$ cat config.mk
export PLATFORM = sky130hd
export DESIGN_NAME = pc_unit_flat
export DESIGN_NICKNAME = d
export VERILOG_FILES = /design/src/rtl/pc_pkg.sv /design/src/rtl/pc_unit_if.sv /design/src/rtl/pc_unit_ras_stack.sv /design/src/rtl/pc_unit.sv /design/src/flat_wrapper.sv
export SDC_FILE = /design/constraint.sdc
export NUM_CORES = 1
export LEC_CHECK = 0
export BUFFER_PORTS_ARGS = -buffer_cell sky130_fd_sc_hd__buf_2
export CAP_MARGIN = 40
export CORE_ASPECT_RATIO = 0.7
export CORE_UTILIZATION = 50
export DETAILED_ROUTE_END_ITERATION = 10
export GPL_TIMING_DRIVEN = 0
export PLACE_DENSITY = 0.76
export SETUP_SLACK_MARGIN = 0.1
export SKIP_CTS_REPAIR_TIMING = 1
export SLEW_MARGIN = 20
export SYNTH_ARGS = -nofsm -noshare
export SYNTH_HDL_FRONTEND = slang
export SYNTH_SLANG_ARGS = --single-unit
$ cat constraint.sdc
create_clock -name clk -period 4 [get_ports clk]
set_input_delay 0.4 -clock clk [delete_from_list [all_inputs] [get_ports clk]]
set_output_delay 0.4 -clock clk [all_outputs]
set_load 0.01 [all_outputs]
$ cat src/rtl/pc_pkg.sv
// Shared types and constants for the PC calculation unit and its return-address stack.
package pc_pkg;

  typedef enum logic [3:0] {
    NONE = 4'd0,
    JAL  = 4'd1,
    JALR = 4'd2,
    BEQ  = 4'd3,
    BNE  = 4'd4,
    BLT  = 4'd5,
    BGE  = 4'd6,
    BLTU = 4'd7,
    BGEU = 4'd8
  } branch_type_e;

  localparam int INSTR_BYTES = 4;

endpackage

$ cat src/rtl/pc_unit_if.sv
// Decoder/ALU-facing bundle of the PC unit: control and operands in, PC and RAS status out.
interface pc_unit_if
  import pc_pkg::*;
#(
  parameter int XLEN = 32
);
  logic              stall;
  branch_type_e      branch_type;
  logic              alu_zero;
  logic              alu_neg;
  logic              alu_ltu;
  logic [XLEN-1:0]   pc_offset;
  logic [XLEN-1:0]   target_pc;
  logic              is_call;
  logic              is_ret;
  logic [XLEN-1:0]   pc;
  logic [XLEN-1:0]   return_pc;
  logic              taken;
  logic [XLEN-1:0]   ras_top;
  logic              ras_valid;
  logic              ras_mispredict;
  logic              misaligned;

  modport master (
    output stall, branch_type, alu_zero, alu_neg, alu_ltu, pc_offset, target_pc, is_call, is_ret,
    input  pc, return_pc, taken, ras_top, ras_valid, ras_mispredict, misaligned
  );

  modport slave (
    input  stall, branch_type, alu_zero, alu_neg, alu_ltu, pc_offset, target_pc, is_call, is_ret,
    output pc, return_pc, taken, ras_top, ras_valid, ras_mispredict, misaligned
  );
endinterface

$ cat src/rtl/pc_unit_ras_stack.sv
// Circular return-address stack: a push on a full stack overwrites the oldest entry and
// the occupancy count saturates; push+pop together replaces the top entry.
module ras_stack #(
  parameter int XLEN      = 32,
  parameter int RAS_DEPTH = 4
) (
  input  logic            clk,
  input  logic            rstn,
  input  logic            push,
  input  logic            pop,
  input  logic [XLEN-1:0] din,
  output logic [XLEN-1:0] top,
  output logic            valid
);
  localparam int PTR_W = $clog2(RAS_DEPTH);
  localparam int CNT_W = $clog2(RAS_DEPTH + 1);

  logic [XLEN-1:0]  mem [RAS_DEPTH];
  logic [PTR_W-1:0] ptr;
  logic [PTR_W-1:0] top_idx;
  logic [CNT_W-1:0] cnt;

  assign top_idx = ptr - PTR_W'(1);
  assign valid   = (cnt != '0);
  assign top     = valid ? mem[top_idx] : '0;

  always_ff @(posedge clk or negedge rstn) begin
    if (!rstn) begin
      ptr <= '0;
      cnt <= '0;
      for (int i = 0; i < RAS_DEPTH; i++) mem[i] <= '0;
    end else if (push && pop) begin
      // An empty stack has no top to replace, so the replacement becomes a plain push.
      if (valid) begin
        mem[top_idx] <= din;
      end else begin
        mem[ptr] <= din;
        ptr      <= ptr + PTR_W'(1);
        cnt      <= CNT_W'(1);
      end
    end else if (push) begin
      mem[ptr] <= din;
      ptr      <= ptr + PTR_W'(1);
      if (cnt != CNT_W'(RAS_DEPTH)) cnt <= cnt + CNT_W'(1);
    end else if (pop && valid) begin
      ptr <= top_idx;
      cnt <= cnt - CNT_W'(1);
    end
  end
endmodule

$ cat src/rtl/pc_unit.sv
// Architectural PC register, next-PC selection and return-address prediction.
// Build option MISALIGN_TRAP_EN redirects misaligned taken targets to TRAP_VEC.
module pc_unit
  import pc_pkg::*;
#(
  parameter int              XLEN      = 32,
  parameter logic [XLEN-1:0] RESET_PC  = 32'h0000_0000,
  parameter int              RAS_DEPTH = 4,
  parameter logic [XLEN-1:0] TRAP_VEC  = 32'h0000_0100
) (
  input  logic     clk,
  input  logic     rstn,
  pc_unit_if.slave bus
);
  logic [XLEN-1:0] pc_q;
  logic [XLEN-1:0] return_pc;
  logic [XLEN-1:0] br_target;
  logic [XLEN-1:0] jalr_target;
  logic [XLEN-1:0] target;
  logic [XLEN-1:0] next_pc;
  logic            taken;
  logic            misaligned;
  logic            is_jal;
  logic            is_jalr;
  logic            ras_push;
  logic            ras_pop;
  logic            ras_upd;
  logic [XLEN-1:0] ras_top;
  logic            ras_valid;

  assign is_jal      = (bus.branch_type == JAL);
  assign is_jalr     = (bus.branch_type == JALR);
  assign return_pc   = pc_q + XLEN'(INSTR_BYTES);
  assign br_target   = pc_q + bus.pc_offset;
  assign jalr_target = {bus.target_pc[XLEN-1:1], 1'b0};
  assign target      = is_jalr ? jalr_target : br_target;

  always_comb begin
    taken = 1'b0;
    case (bus.branch_type)
      JAL, JALR: taken = 1'b1;
      BEQ:       taken = bus.alu_zero;
      BNE:       taken = !bus.alu_zero;
      BLT:       taken = bus.alu_neg;
      BGE:       taken = !bus.alu_neg;
      BLTU:      taken = bus.alu_ltu;
      BGEU:      taken = !bus.alu_ltu;
      default:   taken = 1'b0;
    endcase
  end

`ifdef MISALIGN_TRAP_EN
  assign misaligned = taken && (target[1:0] != 2'b00);
`else
  assign misaligned = 1'b0;
`endif

  assign next_pc = misaligned ? TRAP_VEC : (taken ? target : return_pc);

  always_ff @(posedge clk or negedge rstn) begin
    if (!rstn) pc_q <= RESET_PC;
    else if (!bus.stall) pc_q <= next_pc;
  end

  // A trapping jump never commits, so it must not disturb the return stack.
  assign ras_upd  = !bus.stall && !misaligned;
  assign ras_push = ras_upd && (is_jal || is_jalr) && bus.is_call;
  assign ras_pop  = ras_upd && is_jalr && bus.is_ret;

  ras_stack #(
    .XLEN      (XLEN),
    .RAS_DEPTH (RAS_DEPTH)
  ) u_ras (
    .clk   (clk),
    .rstn  (rstn),
    .push  (ras_push),
    .pop   (ras_pop),
    .din   (return_pc),
    .top   (ras_top),
    .valid (ras_valid)
  );

  assign bus.pc             = pc_q;
  assign bus.return_pc      = return_pc;
  assign bus.taken          = taken;
  assign bus.ras_top        = ras_top;
  assign bus.ras_valid      = ras_valid;
  assign bus.ras_mispredict = is_jalr && bus.is_ret && ras_valid && (ras_top != jalr_target);
  assign bus.misaligned     = misaligned;
endmodule

$ cat src/flat_wrapper.sv
// flat-port wrapper written by rule: the top's interface ports become plain ports
module pc_unit_flat import pc_pkg::*;
#(
  parameter int              XLEN      = 32,
  parameter logic [XLEN-1:0] RESET_PC  = 32'h0000_0000,
  parameter int              RAS_DEPTH = 4,
  parameter logic [XLEN-1:0] TRAP_VEC  = 32'h0000_0100
)
  (clk, rstn, bus_stall, bus_branch_type, bus_alu_zero, bus_alu_neg, bus_alu_ltu, bus_pc_offset, bus_target_pc, bus_is_call, bus_is_ret, bus_pc, bus_return_pc, bus_taken, bus_ras_top, bus_ras_valid, bus_ras_mispredict, bus_misaligned);
  pc_unit_if #(.XLEN(XLEN)) bus_i ();
  input  logic clk;
  input  logic rstn;
  input wire logic [$bits(bus_i.stall)-1:0] bus_stall;
  input wire logic [$bits(bus_i.branch_type)-1:0] bus_branch_type;
  input wire logic [$bits(bus_i.alu_zero)-1:0] bus_alu_zero;
  input wire logic [$bits(bus_i.alu_neg)-1:0] bus_alu_neg;
  input wire logic [$bits(bus_i.alu_ltu)-1:0] bus_alu_ltu;
  input wire logic [$bits(bus_i.pc_offset)-1:0] bus_pc_offset;
  input wire logic [$bits(bus_i.target_pc)-1:0] bus_target_pc;
  input wire logic [$bits(bus_i.is_call)-1:0] bus_is_call;
  input wire logic [$bits(bus_i.is_ret)-1:0] bus_is_ret;
  output wire logic [$bits(bus_i.pc)-1:0] bus_pc;
  output wire logic [$bits(bus_i.return_pc)-1:0] bus_return_pc;
  output wire logic [$bits(bus_i.taken)-1:0] bus_taken;
  output wire logic [$bits(bus_i.ras_top)-1:0] bus_ras_top;
  output wire logic [$bits(bus_i.ras_valid)-1:0] bus_ras_valid;
  output wire logic [$bits(bus_i.ras_mispredict)-1:0] bus_ras_mispredict;
  output wire logic [$bits(bus_i.misaligned)-1:0] bus_misaligned;
  assign bus_i.stall = bus_stall;
  assign bus_i.branch_type = bus_branch_type;
  assign bus_i.alu_zero = bus_alu_zero;
  assign bus_i.alu_neg = bus_alu_neg;
  assign bus_i.alu_ltu = bus_alu_ltu;
  assign bus_i.pc_offset = bus_pc_offset;
  assign bus_i.target_pc = bus_target_pc;
  assign bus_i.is_call = bus_is_call;
  assign bus_i.is_ret = bus_is_ret;
  assign bus_pc = bus_i.pc;
  assign bus_return_pc = bus_i.return_pc;
  assign bus_taken = bus_i.taken;
  assign bus_ras_top = bus_i.ras_top;
  assign bus_ras_valid = bus_i.ras_valid;
  assign bus_ras_mispredict = bus_i.ras_mispredict;
  assign bus_misaligned = bus_i.misaligned;
  pc_unit #(.XLEN(XLEN), .RESET_PC(RESET_PC), .RAS_DEPTH(RAS_DEPTH), .TRAP_VEC(TRAP_VEC)) u_core (.clk(clk), .rstn(rstn), .bus(bus_i));
endmodule
==> insert_results.sql, run 1 <==
INSERT INTO impl_metrics (metric_group, metric, value, unit) VALUES
('clock_tree', 'clk_latency', '450', 'ps'),
('floorplan', 'die_w', '175', 'um'),
('layout', 'flip_flop_and_latch_area', '4130', 'um2'),
('worst_setup_path', 'worstSetupEndpointType', 'primary output', ''),
('clock_tree', 'clockBufferDepth', '2', ''),
('layout', 'final_cells', '1637', ''),
('layout', 'finalCoreUtilization', '0.620', ''),
('synth', 'synth_common_cells', 'sky130_fd_sc_hd__a21oi_1, sky130_fd_sc_hd__nor2_1, sky130_fd_sc_hd__dfrtp_1, sky130_fd_sc_hd__nand2_1, sky130_fd_sc_hd__o21ai_0', ''),
('pwr', 'peakVddDrop', '0.000338', 'V'),
('floorplan', 'floorplan.initialDensity', '0.520', ''),
('sta', 'relSlewSlack', '0.456', ''),
('synth', 'synth_edf_count', '0', ''),
('floorplan', 'dieArea', '21500', 'um2'),
('synth', 'synth_nets', '1269', ''),
('synth', 'syn-mean-instance-area', '9.07', 'um2'),
('min_path', 'timing.hold.worst.class', 'input port to register', ''),
('synth', 'post-synth-top-area-cell', 'sky130_fd_sc_hd__dfrtp_1', ''),
('route', 'antenna_nets_post_route', '0', ''),
('sta', 'max_slew_vio_count', '0', ''),
('sta', 'fin_crit_share', '0.983', ''),
('floorplan', 'rows', '43', ''),
('route', 'detailedRoute.firstPassIterationCount', '5', ''),
('synth', 'synthesis.yosys.warnings', '0', ''),
('worst_setup_path', 'ordered_list_of_cells_on_the_worst_path', 'buf_6 -> buf_12 -> clkinvlp_4 -> ha_4 -> buf_8 -> mux4_2 -> and2_1 -> xnor2_2 -> nand4_1 -> nor4_2 -> a31oi_1 -> buf_2', ''),
('global_route', 'pin_count_of_the_biggest_net_entering_global_routing', '63', ''),
('route', 'dr_total_vias', '10168', ''),
('global_route', 'grt_first_pass_wirelength', '54200', 'um'),
('layout', 'multiInputGateArea', '5890', 'um2'),
('synth', 'ys_seq_area_frac', '0.395', ''),
('place', 'dpl.cell_count', '1596', ''),
('sta', 'hold_slack', '244', 'ps'),
('sta', 'hold_viol', '0', ''),
('synth', 'yosys.cell_types.count', '70', ''),
('layout', 'area_growth', '19.3', '%'),
('sta', 'period_minus_slack', '3930', 'ps'),
('floorplan', 'placeable_area', '20100', 'um2'),
('route', 'post-route-drc-count', '0', ''),
('worst_setup_path', 'timing.critical_path.arrival', '3530', 'ps'),
('global_route', 'gr-usage-all-layers', '0.338', ''),
('route', 'ratio_of_routed_vias_to_standard_cells', '6.21', ''),
('synth', 'postSynth.asyncResetShare', '1.00', ''),
('clock_tree', 'cts.reportedPaths.clkPinSlew', '70', 'ps'),
('clock_tree', 'htree_num_levels', '4', ''),
('global_route', 'antenna_violations_before_repair', '0', ''),
('clock_tree', 'cts_tree', 'built', ''),
('layout', 'layout-drive-gt1-share', '0.230', ''),
('route', 'totalWireLength', '36300', 'um'),
('worst_setup_path', 'element_type_at_the_critical_path_start', 'register', ''),
('clock_tree', 'cts_made_buffers', '17', ''),
('place', 'detailed_place.area', '11700', 'um2'),
('place', 'finalWeightedCongestion', '0.948', ''),
('synth', 'synthDominantCellAreaShare', '0.395', ''),
('sta', 'worst_slew_pin_slew', '811', 'ps'),
('floorplan', 'ioPinCount', '176', ''),
('global_route', 'first_global_vias', '9473', ''),
('route', 'detail_route.wl_per_cell', '22.2', 'um'),
('worst_setup_path', 'timing.critical_path.slowest_cell_delay', '410', 'ps'),
('layout', 'post-route-cell-area', '12500', 'um2'),
('pwr', 'power_density', '852', 'nW/um2'),
('synth', 'synthCells', '1153', ''),
('synth', 'ys_dominant_reg_cell', 'sky130_fd_sc_hd__dfrtp_1', ''),
('clock_tree', 'root_buffer', 'sky130_fd_sc_hd__clkbuf_16', ''),
('worst_setup_path', 'crit_path_max_fanout', '10', ''),
('run_status', 'status', 'finished, final reports clean', ''),
('worst_setup_path', 'crit_required', '3600', 'ps'),
('synth', 'dominant_cells_by_area_after_synthesis', 'sky130_fd_sc_hd__dfrtp_1, sky130_fd_sc_hd__a21oi_1, sky130_fd_sc_hd__mux4_2, sky130_fd_sc_hd__nor2_1, sky130_fd_sc_hd__ha_1', ''),
('sta', 'setup_viol', '0', ''),
('clock_tree', 'tritoncts_num_sinks', '165', ''),
('floorplan', 'die_y', '123', 'um'),
('synth', 'post_synth_instance_area', '10500', 'um2'),
('job', 'cap_violations', '0', '');
==> metal layers <==
layer	vias up	routed length (um)	global-route usage	share of wire
met5	-	0	0	0
met4	0	1580	0.177	0.043
met3	106	4090	0.0738	0.11
met2	713	16200	0.507	0.44
met1	4835	14500	0.464	0.40
li1	4514	-	-	-
==> cells in the final DEF, fill, tap and decap left out, drive strengths merged, types with 33 or more instances in the layout <==
cell,synthesis,final
nand2,79,79
and2,33,33
xor2,34,34
clkbuf,39,57
xnor2,48,48
inv,50,55
o21ai,51,51
ha,38,38
nor2,170,170
buf,24,207
dfrtp,165,165
a21oi,170,170
==> path summary, 6_finish.rpt <==
kind / start / endpoint / slack [ps] / depth (start not counted)
setup / recovery: u_core.u_ras.ptr[0]$_DFFE_PN0P_ / bus_ras_mispredict / 70 / 12
hold / removal: bus_target_pc[1] / u_core.bus.pc[1]$_DFFE_PN0P_ / 240 / 3
setup reg to reg: u_core.bus.pc[0]$_DFFE_PN0P_ / u_core.bus.pc[24]$_DFFE_PN0N_ / 230 / 11
hold reg to reg: u_core.u_ras.mem[96]$_DFFE_PN0P_ / u_core.u_ras.mem[96]$_DFFE_PN0P_ / 510 / 1
max in group asynchronous: rstn / u_core.bus.pc[13]$_DFFE_PN0N_ / 2590 / 4
min in group asynchronous: rstn / u_core.u_ras.mem[126]$_DFFE_PN0P_ / 430 / 2
==> stage by stage <==
stage,power [uW],TNS [ps],setup slack [ps]
3_5_place_dp,8590,-1860,-1090
2_1_floorplan,6590,0,362
6_report,10600,0,69.1
4_1_cts,10200,-14790,-1550
3_3_place_gp,8450,-13500,-1100
5_1_grt,11200,0,40.3
==> kinds of logic after synthesis <==
kind of cell / Yosys count / synth area share
other: 1 / 0.000359
buffers and inverters: 114 / 0.0461
XOR/XNOR: 82 / 0.0694
AO/OA/AOI/OAI: 325 / 0.183
adder cells (fa/ha/maj): 40 / 0.0493
multiplexers: 51 / 0.0890
AND/OR/NAND/NOR: 375 / 0.168
flip-flops: 165 / 0.395
==> sequential cells by signal, summed over array words and instances, names as in the netlist <==
name and cells:
u_core.u_ras.ptr 2, u_core.bus.pc 32, u_core.u_ras.mem 128, u_core.u_ras.cnt 3
==> layout make-up <==
cell class | instances | share of cell area
plain buffers | 62 | 0.0266
clock buffers | 19 | 0.0363
clock inverters | 12 | 0.00943
inverters | 51 | 0.0156
multi-input cells | 874 | 0.472
flip-flops and latches | 165 | 0.331
well taps | 270 | 0.0271
repair buffers | 184 | 0.0816
==> worst max-delay path: cells and delay by family (launching register included) <==
| family | cells | cell delay [ps] |
|---|---|---|
| compound gates | 1 | 110 |
| xor+xnor | 1 | 290 |
| fa+ha+maj | 1 | 360 |
| buf+inv | 5 | 800 |
| flops | 1 | 410 |
| mux | 1 | 330 |
| simple gates | 3 | 750 |
==> power by group <==
group	switching, uW	leakage (uW)	total [uW]	internal (uW)
Combinational	3390	0.00346	5950	2560
Clock	736	0.000287	1630	898
Sequential	657	0.00209	3040	2390
Total	4780	0.00584	10600	5850
Note: power is estimated with default switching activity, not from simulation.
==> inputs of run 2 (changes only) <==
--- a/config.mk
+++ b/config.mk
@@ -7,7 +7,7 @@
 export LEC_CHECK = 0
 export BUFFER_PORTS_ARGS = -buffer_cell sky130_fd_sc_hd__buf_2
 export CAP_MARGIN = 40
-export CORE_ASPECT_RATIO = 0.7
+export CORE_ASPECT_RATIO = 0.75
 export CORE_UTILIZATION = 50
 export DETAILED_ROUTE_END_ITERATION = 10
 export GPL_TIMING_DRIVEN = 0
==> run 2 against run 1 <==
  * Register-to-register slack improved by 120 ps
  * Die area barely moved
  * Combinational power rose by 0.8%
  * Routed wire length increased by 1.6%
  * Via count rose by 0.89%
  * First-iteration DRC count decreased by 12%
  * Clock power is 2% lower
  * Clock skew about the same
  * Sequential cell count unchanged
  * Critical path type unchanged
  * Largest power group unchanged
==> insert_results.sql, run 2 (same netlist as run 1, synthesis figures left out) <==
INSERT INTO impl_metrics (metric_group, metric, value, unit) VALUES
('clock_tree', 'cts_made_buffers', '17', ''),
('global_route', 'grt_first_pass_wirelength', '55500', 'um'),
('worst_setup_path', 'element_type_at_the_critical_path_start', 'register', ''),
('sta', 'worst_slew_pin_slew', '890', 'ps'),
('pwr', 'combinationalPowerShare', '0.564', ''),
('clock_tree', 'htree_num_levels', '4', ''),
('floorplan', 'placeable_area', '20400', 'um2'),
('place', 'port-buffer-count', '171', ''),
('layout', 'insertedDiodeCount', '0', ''),
('worst_setup_path', 'worstSetupEndpointType', 'primary output', ''),
('floorplan', 'rows', '45', ''),
('global_route', 'gr-usage-all-layers', '0.344', ''),
('sta', 'setup_viol', '0', ''),
('pwr', 'power_density', '853', 'nW/um2'),
('job', 'cap_violations', '0', ''),
('floorplan', 'dieArea', '21500', 'um2'),
('pwr', 'design_power_total', '10600', 'uW'),
('clock_tree', 'cts_tree', 'built', ''),
('sta', 'period_minus_slack', '3840', 'ps'),
('pwr', 'pwr-share-seq', '0.287', ''),
('pwr', 'peakVddDrop', '0.000411', 'V'),
('route', 'detailedRoute.firstIterationViolations', '1012', ''),
('route', 'antenna_nets_post_route', '0', ''),
('sta', 'relSlewSlack', '0.402', ''),
('layout', 'registers.top_by_ff_count', 'u_core.u_ras.mem', ''),
('layout', 'layout.cells.most_common_list', 'sky130_fd_sc_hd__buf_2, sky130_fd_sc_hd__nor2_1, sky130_fd_sc_hd__a21oi_1', ''),
('floorplan', 'die_w', '169', 'um'),
('pwr', 'switching_power_share_of_the_total', '0.453', ''),
('sta', 'fin_crit_share', '0.959', ''),
('clock_tree', 'tritoncts_num_sinks', '165', ''),
('pwr', 'cell_internal_pwr', '5810', 'uW'),
('pwr', 'static-leakage-power', '0.00583', 'uW'),
('global_route', 'antenna_violations_before_repair', '0', ''),
('layout', 'finalCoreUtilization', '0.611', ''),
('clock_tree', 'clockBufferDepth', '2', ''),
('floorplan', 'ioPinCount', '176', ''),
('worst_setup_path', 'timing.critical_path.arrival', '3440', 'ps'),
('sta', 'timing.clock.skew', '10.5', 'ps'),
('sta', 'final.setup.tns', '0', 'ps'),
('place', 'hpwlAfterDp', '27400', 'um'),
('route', 'totalWireLength', '36900', 'um'),
('layout', 'area_growth', '19.2', '%'),
('clock_tree', 'cts.reportedPaths.clkPinSlew', '70', 'ps'),
('route', 'detailedRoute.firstPassIterationCount', '6', ''),
('layout', 'final_cells', '1653', ''),
('sta', 'max_slew_vio_count', '0', ''),
('worst_setup_path', 'timing_worst_setup_path_type', 'register to primary output', ''),
('route', 'detail_route.wl_per_cell', '22.3', 'um'),
('global_route', 'gr-total-overflow', '0', ''),
('global_route', 'first_global_vias', '9657', ''),
('worst_setup_path', 'crit_required', '3600', 'ps'),
('floorplan', 'floorplan.initialDensity', '0.513', ''),
('run_status', 'status', 'finished, final reports clean', ''),
('clock_tree', 'clk_latency', '430', 'ps'),
('layout', 'layout_commonest_cell', 'sky130_fd_sc_hd__buf_2', ''),
('worst_setup_path', 'crit_path_max_fanout', '8', ''),
('pwr', 'p_clk_frac', '0.149', ''),
('floorplan', 'die_y', '127', 'um'),
('place', 'finalWeightedCongestion', '0.949', ''),
('route', 'ratio_of_routed_vias_to_standard_cells', '6.21', ''),
('layout', 'largest_register_ff_count', '128', ''),
('global_route', 'pin_count_of_the_biggest_net_entering_global_routing', '94', ''),
('place', 'dpl.cell_count', '1607', ''),
('clock_tree', 'root_buffer', 'sky130_fd_sc_hd__clkbuf_16', ''),
('min_path', 'timing.hold.worst.class', 'input port to register', ''),
('sta', 'rsz0062_at_grt', 'false', ''),
('route', 'dr_total_vias', '10258', ''),
('layout', 'final_net_count', '1475', ''),
('sta', 'fmax', '261', 'MHz'),
('layout', 'layout-drive-gt1-share', '0.231', ''),
('layout', 'fillerInstances', '1784', ''),
('route', 'post-route-drc-count', '0', ''),
('pwr', 'total_switching_power', '4820', 'uW'),
('sta', 'hold_viol', '0', '');
[run 2: cell types whose count changed in the layout (fill, tap and decap cells not counted), moves of 2 or more]
| cell | delta |
|---|---|
| sky130_fd_sc_hd__clkbuf_4 | -2 |
| sky130_fd_sc_hd__clkinvlp_4 | +2 |
| sky130_fd_sc_hd__clkinv_2 | +2 |
| sky130_fd_sc_hd__clkbuf_8 | -2 |
| sky130_fd_sc_hd__buf_4 | +8 |
[run 2: worst paths after layout]
path / start / end / slack [ps] / cells after the start
worst max-delay path: u_core.u_ras.ptr[0]$_DFFE_PN0P_ / bus_ras_mispredict / 160 / 13
worst min-delay path: bus_target_pc[1] / u_core.bus.pc[1]$_DFFE_PN0P_ / 250 / 3
worst max register to register: u_core.bus.pc[0]$_DFFE_PN0P_ / u_core.bus.pc[24]$_DFFE_PN0N_ / 350 / 11
worst min register to register: u_core.u_ras.mem[35]$_DFFE_PN0P_ / u_core.u_ras.mem[35]$_DFFE_PN0P_ / 510 / 1
max in group asynchronous: rstn / u_core.bus.pc[18]$_DFFE_PN0N_ / 2630 / 3
min in group asynchronous: rstn / u_core.u_ras.mem[92]$_DFFE_PN0P_ / 520 / 2
[run 2: critical path, cell delays in order, from the launching register on]
cell and delay (ps):
sky130_fd_sc_hd__dfrtp_1 390, sky130_fd_sc_hd__buf_6 160, sky130_fd_sc_hd__buf_12 130, sky130_fd_sc_hd__clkinvlp_4 130, sky130_fd_sc_hd__ha_4 370, sky130_fd_sc_hd__buf_4 160, sky130_fd_sc_hd__mux4_2 280, sky130_fd_sc_hd__and2_1 200
sky130_fd_sc_hd__xor2_1 210, sky130_fd_sc_hd__nor4_2 360, sky130_fd_sc_hd__nand2_1 170, sky130_fd_sc_hd__nor3_2 170, sky130_fd_sc_hd__a31oi_1 100, sky130_fd_sc_hd__buf_2 150
[run 2: power by group through the flow]
stage          clock, uW  combinational, uW  sequential (uW)
2_1_floorplan          0               3700             2880
3_3_place_gp           0               5490             2990
3_5_place_dp           0               5600             3020
4_1_cts             1580               5650             3000
5_1_grt             1640               6430             3120
6_report            1590               6000             3050
[run 2: cell type report]
| cell class | instances | area [um2] | share of cell area |
|---|---|---|---|
| Clock buffer | 17 | 425 | 0.0341 |
| Clock inverter | 14 | 125 | 0.0100 |
| Buffer | 62 | 332 | 0.0266 |
| Tap cell | 282 | 353 | 0.0283 |
| Timing Repair Buffer | 188 | 1020 | 0.0815 |
| Multi-Input combinational cell | 874 | 5890 | 0.472 |
| Sequential cell | 165 | 4130 | 0.331 |
| Inverter | 51 | 195 | 0.0157 |
[run 2: per-stage QoR]
stage | hold WS, ps | worst slack (ps) | area [um2]
2_1_floorplan | 104 | 362 | 10500
3_3_place_gp | 485 | -1080 | 11700
3_5_place_dp | 410 | -1080 | 11700
4_1_cts | -46.1 | -1560 | 12300
5_1_grt | 247 | 91.9 | 12500
6_report | 248 | 164 | 12500
[run 2: per-layer routing]
layer,up-vias,wire length [um],GRT usage
met5,-,0,0
met4,0,1850,0.179
met3,128,4160,0.0855
met2,718,16400,0.515
met1,4905,14600,0.464
li1,4507,-,-
